[config.mk]
export PLATFORM = sky130hd
export DESIGN_NAME = rs_queue
export DESIGN_NICKNAME = d
export VERILOG_FILES = /design/src/rtl/rs_queue.sv
export SDC_FILE = /design/constraint.sdc
export NUM_CORES = 1
export LEC_CHECK = 0
export ABC_CLOCK_PERIOD_IN_PS = 3550
export CAP_MARGIN = 20
export CORE_MARGIN = 8
export CORE_UTILIZATION = 35
export DETAILED_ROUTE_END_ITERATION = 16
export GPL_ROUTABILITY_DRIVEN = 0
export PLACE_DENSITY_LB_ADDON = 0.3
export SKIP_LAST_GASP = 1
export SLEW_MARGIN = 20
export SYNTH_ARGS = -nofsm -noshare
export SYNTH_HDL_FRONTEND = slang
export SYNTH_SLANG_ARGS = --single-unit
[constraint.sdc]
create_clock -name clk -period 3.55 [get_ports clk]
set_clock_uncertainty 0.2 [all_clocks]
set_input_delay 0.355 -clock clk [delete_from_list [all_inputs] [get_ports clk]]
set_output_delay 0.355 -clock clk [all_outputs]
set_load 0.005 [all_outputs]
[src/rtl/rs_queue.sv]
// rtl/rs_queue.sv - multi-entry reservation station with tag wakeup and oldest-ready select
module rs_queue #(
  parameter int DATA_WIDTH = 32,
  parameter int DEPTH      = 4,
  parameter int TAG_WIDTH  = 4,
  parameter int OP_WIDTH   = 16,
  parameter int NUM_BCAST  = 2
) (
  input  logic                            clk,
  input  logic                            rst,
  input  logic                            issue_valid_i,
  output logic                            issue_ready_o,
  input  logic [OP_WIDTH-1:0]             issue_op_i,
  input  logic [TAG_WIDTH-1:0]            issue_dest_tag_i,
  input  logic                            src1_virtual_i,
  input  logic                            src2_virtual_i,
  input  logic [TAG_WIDTH-1:0]            src1_tag_i,
  input  logic [TAG_WIDTH-1:0]            src2_tag_i,
  input  logic [DATA_WIDTH-1:0]           src1_value_i,
  input  logic [DATA_WIDTH-1:0]           src2_value_i,
  input  logic [NUM_BCAST-1:0]            bcast_en_i,
  input  logic [NUM_BCAST*TAG_WIDTH-1:0]  bcast_tag_i,
  input  logic [NUM_BCAST*DATA_WIDTH-1:0] bcast_data_i,
  output logic                            dispatch_valid_o,
  input  logic                            dispatch_ready_i,
  output logic [OP_WIDTH-1:0]             dispatch_op_o,
  output logic [TAG_WIDTH-1:0]            dispatch_dest_tag_o,
  output logic [DATA_WIDTH-1:0]           dispatch_op1_o,
  output logic [DATA_WIDTH-1:0]           dispatch_op2_o,
  input  logic                            flush_i,
  output logic [$clog2(DEPTH+1)-1:0]      count_o
);
  localparam int CW = $clog2(DEPTH+1);
  localparam int IW = (DEPTH > 1) ? $clog2(DEPTH) : 1;

  logic [DEPTH-1:0]      valid_q, valid_d, r1_q, r1_d, r2_q, r2_d;
  logic [OP_WIDTH-1:0]   op_q [DEPTH];
  logic [OP_WIDTH-1:0]   op_d [DEPTH];
  logic [TAG_WIDTH-1:0]  dtag_q [DEPTH];
  logic [TAG_WIDTH-1:0]  dtag_d [DEPTH];
  logic [TAG_WIDTH-1:0]  t1_q [DEPTH];
  logic [TAG_WIDTH-1:0]  t1_d [DEPTH];
  logic [TAG_WIDTH-1:0]  t2_q [DEPTH];
  logic [TAG_WIDTH-1:0]  t2_d [DEPTH];
  logic [DATA_WIDTH-1:0] v1_q [DEPTH];
  logic [DATA_WIDTH-1:0] v1_d [DEPTH];
  logic [DATA_WIDTH-1:0] v2_q [DEPTH];
  logic [DATA_WIDTH-1:0] v2_d [DEPTH];
  // older_q[i][j] set means entry i was issued before entry j
  logic [DEPTH-1:0]      older_q [DEPTH];
  logic [DEPTH-1:0]      older_d [DEPTH];
  logic [CW-1:0]         count_q, count_d;

  logic [DEPTH-1:0]      ready;
  logic [IW-1:0]         free_idx, sel_idx;
  logic                  issue_fire, disp_fire;
  logic [DATA_WIDTH:0]   hit1 [DEPTH];
  logic [DATA_WIDTH:0]   hit2 [DEPTH];
  logic [DATA_WIDTH:0]   ihit1, ihit2;

  // Returns {hit, data}; lowest matching channel wins.
  function automatic logic [DATA_WIDTH:0] snoop(
    input logic [TAG_WIDTH-1:0]            tag,
    input logic [NUM_BCAST-1:0]            en,
    input logic [NUM_BCAST*TAG_WIDTH-1:0]  tags,
    input logic [NUM_BCAST*DATA_WIDTH-1:0] data
  );
    logic [DATA_WIDTH:0] r;
    r = '0;
    for (int k = NUM_BCAST-1; k >= 0; k--) begin
      if (en[k] && tags[k*TAG_WIDTH +: TAG_WIDTH] == tag)
        r = {1'b1, data[k*DATA_WIDTH +: DATA_WIDTH]};
    end
    return r;
  endfunction

  always_comb begin
    ihit1 = snoop(src1_tag_i, bcast_en_i, bcast_tag_i, bcast_data_i);
    ihit2 = snoop(src2_tag_i, bcast_en_i, bcast_tag_i, bcast_data_i);
    for (int i = 0; i < DEPTH; i++) begin
      hit1[i] = snoop(t1_q[i], bcast_en_i, bcast_tag_i, bcast_data_i);
      hit2[i] = snoop(t2_q[i], bcast_en_i, bcast_tag_i, bcast_data_i);
    end
  end

  always_comb begin
    ready    = valid_q & r1_q & r2_q;
    sel_idx  = '0;
    free_idx = '0;
    for (int i = DEPTH-1; i >= 0; i--) begin
      if (!valid_q[i]) free_idx = IW'(i);
    end
    for (int i = 0; i < DEPTH; i++) begin
      logic beaten;
      beaten = 1'b0;
      for (int j = 0; j < DEPTH; j++) begin
        if (j != i && ready[j] && older_q[j][i]) beaten = 1'b1;
      end
      if (ready[i] && !beaten) sel_idx = IW'(i);
    end
  end

  assign issue_ready_o       = (count_q != CW'(DEPTH));
  assign dispatch_valid_o    = (|ready) && !flush_i;
  assign dispatch_op_o       = op_q[sel_idx];
  assign dispatch_dest_tag_o = dtag_q[sel_idx];
  assign dispatch_op1_o      = v1_q[sel_idx];
  assign dispatch_op2_o      = v2_q[sel_idx];
  assign count_o             = count_q;

  assign issue_fire = issue_valid_i && issue_ready_o && !flush_i;
  assign disp_fire  = dispatch_valid_o && dispatch_ready_i;

  always_comb begin
    valid_d = valid_q;
    r1_d    = r1_q;
    r2_d    = r2_q;
    op_d    = op_q;
    dtag_d  = dtag_q;
    t1_d    = t1_q;
    t2_d    = t2_q;
    v1_d    = v1_q;
    v2_d    = v2_q;
    older_d = older_q;
    for (int i = 0; i < DEPTH; i++) begin
      if (valid_q[i] && !r1_q[i] && hit1[i][DATA_WIDTH]) begin
        r1_d[i] = 1'b1;
        v1_d[i] = hit1[i][DATA_WIDTH-1:0];
      end
      if (valid_q[i] && !r2_q[i] && hit2[i][DATA_WIDTH]) begin
        r2_d[i] = 1'b1;
        v2_d[i] = hit2[i][DATA_WIDTH-1:0];
      end
    end
    if (disp_fire) valid_d[sel_idx] = 1'b0;
    if (issue_fire) begin
      valid_d[free_idx] = 1'b1;
      op_d[free_idx]    = issue_op_i;
      dtag_d[free_idx]  = issue_dest_tag_i;
      t1_d[free_idx]    = src1_tag_i;
      t2_d[free_idx]    = src2_tag_i;
      r1_d[free_idx]    = !src1_virtual_i || ihit1[DATA_WIDTH];
      r2_d[free_idx]    = !src2_virtual_i || ihit2[DATA_WIDTH];
      v1_d[free_idx]    = src1_virtual_i ? ihit1[DATA_WIDTH-1:0] : src1_value_i;
      v2_d[free_idx]    = src2_virtual_i ? ihit2[DATA_WIDTH-1:0] : src2_value_i;
      older_d[free_idx] = '0;
      for (int j = 0; j < DEPTH; j++) begin
        if (j != int'(free_idx)) older_d[j][free_idx] = 1'b1;
      end
    end
    if (flush_i) valid_d = '0;
    count_d = flush_i ? '0 : count_q + CW'(issue_fire) - CW'(disp_fire);
  end

  always_ff @(posedge clk) begin
    if (rst) begin
      valid_q <= '0;
      r1_q    <= '0;
      r2_q    <= '0;
      count_q <= '0;
      for (int i = 0; i < DEPTH; i++) older_q[i] <= '0;
    end else begin
      valid_q <= valid_d;
      r1_q    <= r1_d;
      r2_q    <= r2_d;
      count_q <= count_d;
      older_q <= older_d;
    end
  end

  always_ff @(posedge clk) begin
    op_q   <= op_d;
    dtag_q <= dtag_d;
    t1_q   <= t1_d;
    t2_q   <= t2_d;
    v1_q   <= v1_d;
    v2_q   <= v2_d;
  end
endmodule

# --- Word-level counts from Yosys, hierarchy flattened ---
# Cells that the tools add are included.
# Widths: inputs -> output; s select.
word_totals:
  regBits: 399
  in_bits: 173
  out_inout_bits: 89
  word_cells: 246
op_classes:
  n_addsub: 2
  order_cmp: 7
  eq_ne: 24
  n_mux: 94
  bitwise_logic: 13
  n_reduce_logical: 74
op_table:
  columns: ["op", "n"]
  rows:
  - ["$mux 33", 20]
  - ["$mux 32", 15]
  - ["$bwmux 128", 2]
  - ["$mux 128", 2]
  - ["$bmux 32 s2", 2]
  - ["$eq 4x4->1", 20]
  - ["$bwmux 64", 1]
  - ["$demux 32 s2", 1]
  - ["$logic_and 1x1->1", 55]
  - ["$bwmux 16", 3]
  - ["$mux 16", 3]
  - ["$mux 4", 11]
  - ["$bmux 16 s2", 1]
  - ["$demux 16 s2", 1]
  - ["$mux 1", 20]
  - ["$or 4x4->4", 5]
  - ["$and 16x16->16", 1]
  - ["$not 16->16", 1]
  - ["$logic_not 1->1", 14]
  - ["$and 4x4->4", 3]
  - ["$mux 2", 6]
  - ["$bmux 4 s2", 1]
  - ["$bwmux 4", 2]
  - ["$demux 4 s2", 1]
  - ["16 further kinds", 23]

# --- Logic depth before layout (Yosys ltp) ---
logic_depth:
  word_depth: 20
  ltp_mapped: 14
  depth_no_buf: 13

# --- Worst setup path after synthesis ---
# Ideal clock, no wire load.
synth_path:
  path_type: "reg-to-reg"
  startpoint: "reg count_q[1] (netlist: count_o[1])"
  endpoint: "reg dtag_q[10] in the netlist's numbering, enable pin"
  setup_time_ns: 0.404
  arrival_time_ns: 2.425
  required_ns: 2.946
  slack_ns: 0.520
  path_stages_with_launch: 7
  period_less_slack_ns: 3.030
  cell_sequence: "dfxtp_1 > or3b_2 > nand3b_1 > or3b_2 > buf_2 > inv_1 > clkbuf_1"
synth_between:
  elab_chain_cells: 3
synth_rtl:
  columns: ["item", "line_no", "source"]
  rows:
  - ["start, declared", "52", "logic [CW-1:0] count_q, count_d;"]
  - ["start signal, assigned", "166", "count_q <= count_d;"]
  - ["$ne 3x3->1", "103", "assign issue_ready_o = (count_q != CW'(DEPTH));"]
  - ["named net issue_ready_o", "12", "output logic issue_ready_o,"]
  - ["$logic_and 1x1->1 (2 in a row)", "111", "assign issue_fire = issue_valid_i && issue_ready_o && !flush_i;"]
  - ["end signal, assigned", "173", "dtag_q <= dtag_d;"]
  - ["end, declared", "39", "logic [TAG_WIDTH-1:0] dtag_q [DEPTH];"]
# The timed path passes the listed nets, and every way through them passes these cells.
# A chain may end at the register's enable or synchronous reset.

# --- Worst setup path in the final report ---
layout_path:
  startpoint: "reg r2_q[1]"
  endpoint: "out dispatch_op1_o[15]"
layout_between:
  elab_chain_cells: 12
  word_cells_on_any_way: 19
  cone_classes: "10 x mux; 2 x bitwise; 7 x reduce/logical"
layout_rtl:
  columns: ["item", "line_no", "source"]
  rows:
  - ["start, declared", "36", "logic [DEPTH-1:0] valid_q, valid_d, r1_q, r1_d, r2_q, r2_d;"]
  - ["start signal, assigned", "165", "r2_q <= r2_d;"]
  - ["$and 4x4->4 (*)", "87", "ready = valid_q & r1_q & r2_q;"]
  - ["$logic_and 1x1->1", "97", "if (j != i && ready[j] && older_q[j][i]) beaten = 1'b1;"]
  - ["$mux 1 (2 in a row)", "97", null]
  - ["$logic_not 1->1", "99", "if (ready[i] && !beaten) sel_idx = IW'(i);"]
  - ["$logic_and 1x1->1", "99", null]
  - ["$mux 2", "99", null]
  - ["$mux 2 (*)", "99", null]
  - ["$not 2->3 (implied by the code) (*)", "107", "assign dispatch_op1_o = v1_q[sel_idx];"]
  - ["$bmux 32 s2 (*)", "107", null]
  - ["$mux 32 (implied by the code) (*) (2 in a row)", "107", null]
  - ["end, declared", "28", "output logic [DATA_WIDTH-1:0] dispatch_op1_o,"]
# Mark *: on every way between the ends. The rest lies on a longest branch, timed or not. The select of a mux whose other input is x is not followed.

==> impl_metrics.ini <==
[cells_and_area]
drive_above_1_share = 0.124
multi_input_area_sq_um = 11100
syn2layout_area_growth_pct = 26.2
final_area_sq_um = 27000
nets = 2777
nFillCells = 5675
layout_commonest_cell = dfxtp_1
regArea_sq_um = 8970
layout_common_cells = dfxtp_1 (275), o22ai_1 (242), clkdlybuf4s50_1 (231), o21ai_0 (223), nor2_1 (208)
final_core_util = 0.447

[logic_synthesis]
synth_async_sr_flop_share = 0
ys.flop_type = dfxtp_1
synth.avg_cell_area_sq_um = 8.69
seq_area_frac_synth = 0.419
synthCells = 2461
syn_area_sq_um = 21400
ys_types = 69
synth_top_area_frac = 0.262
synth_top_area_cell = dfxtp_1
synth_fp_nets = 2637
synth_warnings = 0
synth_edf_count = 112
ys_seq_elements = 392
synthTopCellsByArea = dfxtp_1 (26%), edfxtp_1 (16%), o22ai_1 (7.1%), a22oi_1 (6.0%), o21ai_0 (5.2%)

[worst_setup_path]
critPathMaxFanout = 17
cp_cell_sequence = and3_4 > nand2_1 > and4_4 > nor3b_4 > buf_6 > buf_12 > buf_12 > a22oi_1 > nand2_1 > clkdlybuf4s50_1
cp-end-kind = primary output
path_class = flop to primary output
max_stage_delay_ns = 0.53
crit_path_start_kind = flop
cp_slowest_cell = clkdlybuf4s50_1
cp.arrival_ns = 2.99
cp.required_ns = 2.99

[cts]
numCtsBuffers = 45
clock_path_buffers = 3
cts_tree = done
cts_hold_buffers = 0
cts_max_level = 2
worst_skew_pair.late_latency_ns = 0.58
numClockSinks = 392
clkTransAtPathRegs_ns = 0.07
cts-root-buf = clkbuf_16

[worst_hold_path]
hold_path.class = primary input to flop

[sta]
max_freq_mhz = 282
final-hold-violation-count = 0
setup_viol = 0
finalCriticalPeriod_ns = 3.55
rsz0062_at_grt = yes
worst_pin_slew_ns = 0.804
relSlewSlack = 0.463
whs_ns = 0.208
maxSlewViolCount = 0
fin_crit_sh = 0.999

[die]
die_x_um = 263
fp.dieH_um = 263
fp-row-count = 90
coreArea_sq_um = 60400
die-area_sq_um = 69300
io_pins = 262
start_util = 0.354

[route]
ant_nets = 0
num_vias = 22766
dr.pass1.iters = 7
drt-vias-per-instance = 6.64
route.detailed.drc = 0
drt-total-wl_mm = 99.6
wl_per_cell_um = 29.1
drt_iter0_drc = 3633

[power_and_ir_drop]
power.density_nw_per_um2 = 441
peakVddDrop_v = 0.000369
leakage_nw = 9.56

[global_routing]
grt_max_degree = 126
antenna_found_initial = 15
grt_use_total = 0.269
grt_first_pass_wirelength_mm = 146
grt_pass1_vias = 22104
grt.overflow.total = 0

[placed_design]
place_area_sq_um = 25100
hpwl_mm = 62.1
buffer_ports.inserted = 261

[outcome]
status = finished, final reports clean

[job]
drv_cap = 0
==> metrics by stage <==
step	setup TNS [ns]	setup slack, ns	instances	power, W
floorplan	0	0.520	2461	0.00600
detailed placement	0	0.136	3322	0.00697
CTS	-0.256	-0.0477	3413	0.0119
global placement	0	0.190	3322	0.00693
finish	0	0.00409	3429	0.0119
global route	-0.352	-0.0543	3423	0.0122
==> synthesized netlist by cell type (all sizes together), types with 10 or more instances <==
master,number
o21ai,292
dfxtp,280
o22ai,271
nor2,210
clkbuf,196
a22oi,170
nand2,165
a2111oi,116
edfxtp,112
buf,90
inv,70
o311ai,59
nand3,55
nor3,45
or3,38
o21a,35
xor2,31
mux2i,25
o211a,21
xnor2,21
a31o,20
a222oi,16
and2,15
nand2b,15
mux2,13
a21oi,12
o2111ai,10
==> logic make-up (layout without fill, tap and decap cells) <==
group | Yosys count | in the layout | synth area share
xor gates and xnor gates | 52 | 52 | 0.0213
muxes | 38 | 38 | 0.0185
AOI/OAI and AO/OA | 1043 | 1043 | 0.346
and+or+nand+nor | 576 | 576 | 0.123
DFF | 392 | 392 | 0.419
other | 0 | 9 | 0
adders and majority gates | 3 | 3 | 0.00211
buffers and inverters | 357 | 534 | 0.0699
==> layer usage <==
layer | routed length, um | vias to the layer above | part of all wire | global-route usage
met2 | 43100 | 1834 | 0.43 | 0.406
li1 | - | 9745 | - | -
met4 | 6050 | 12 | 0.061 | 0.152
met5 | 80 | - | 0.00080 | 0
met1 | 37700 | 10803 | 0.38 | 0.341
met3 | 12700 | 372 | 0.13 | 0.0810
==> cell type report <==
cell class                      count  share of cell area
Sequential cell                   392               0.332
Multi-Input combinational cell   1712               0.411
Clock inverter                     22             0.00983
Tap cell                          782              0.0362
Clock buffer                       62              0.0482
Inverter                           71             0.00987
Timing Repair Buffer              379               0.151
Antenna cell                        9            0.000834
==> state kept, by name, summed over array words and instances, names as in the netlist, named ones only <==
| name | flops |
|---|---|
| v1_q | 128 |
| v2_q | 128 |
| op_q | 64 |
| dtag_q | 16 |
| t1_q | 16 |
| t2_q | 16 |
| r1_q | 4 |
| r2_q | 4 |
| valid_q | 4 |
| count_o | 3 |
| older_q | 3 |
==> path summary, 6_finish.rpt <==
check | startpoint | end | slack (ns) | cells after the start
setup / recovery | r2_q[1] | dispatch_op1_o[15] | 0.004 | 10
hold / removal | issue_dest_tag_i[2] | dtag_q[6] | 0.21 | 1
setup reg to reg | r2_q[3] | count_o[2] | 0.48 | 13
hold reg to reg | older_q[10] | older_q[10] | 0.26 | 2
==> power by group <==
group	switching [W]	internal [W]	leakage, nW	total, W
Combinational	0.00103	0.000793	5.48	0.00183
Clock	0.00205	0.00294	0.769	0.00499
Sequential	0.000171	0.00492	3.31	0.00509
Total	0.00326	0.00865	9.56	0.0119
==> worst max-delay path: cells and delay by family, from the launching register on <==
kind / cells / cell delay, ns
buffers and inverters: 4 / 1.01
and+or+nand+nor: 5 / 0.93
DFF: 1 / 0.37
AOI/OAI and AO/OA: 1 / 0.09
==> what timing repair did <==
item / 4_1_cts / 5_1_grt
setup buffers: 5 / 5
pin swaps: 5 / 3
endpoints found under the setup margin: 73 / 68
cloned: 2 / 2
gates resized for setup: 21 / 41
No activity file was read; power rests on OpenSTA's default activity.
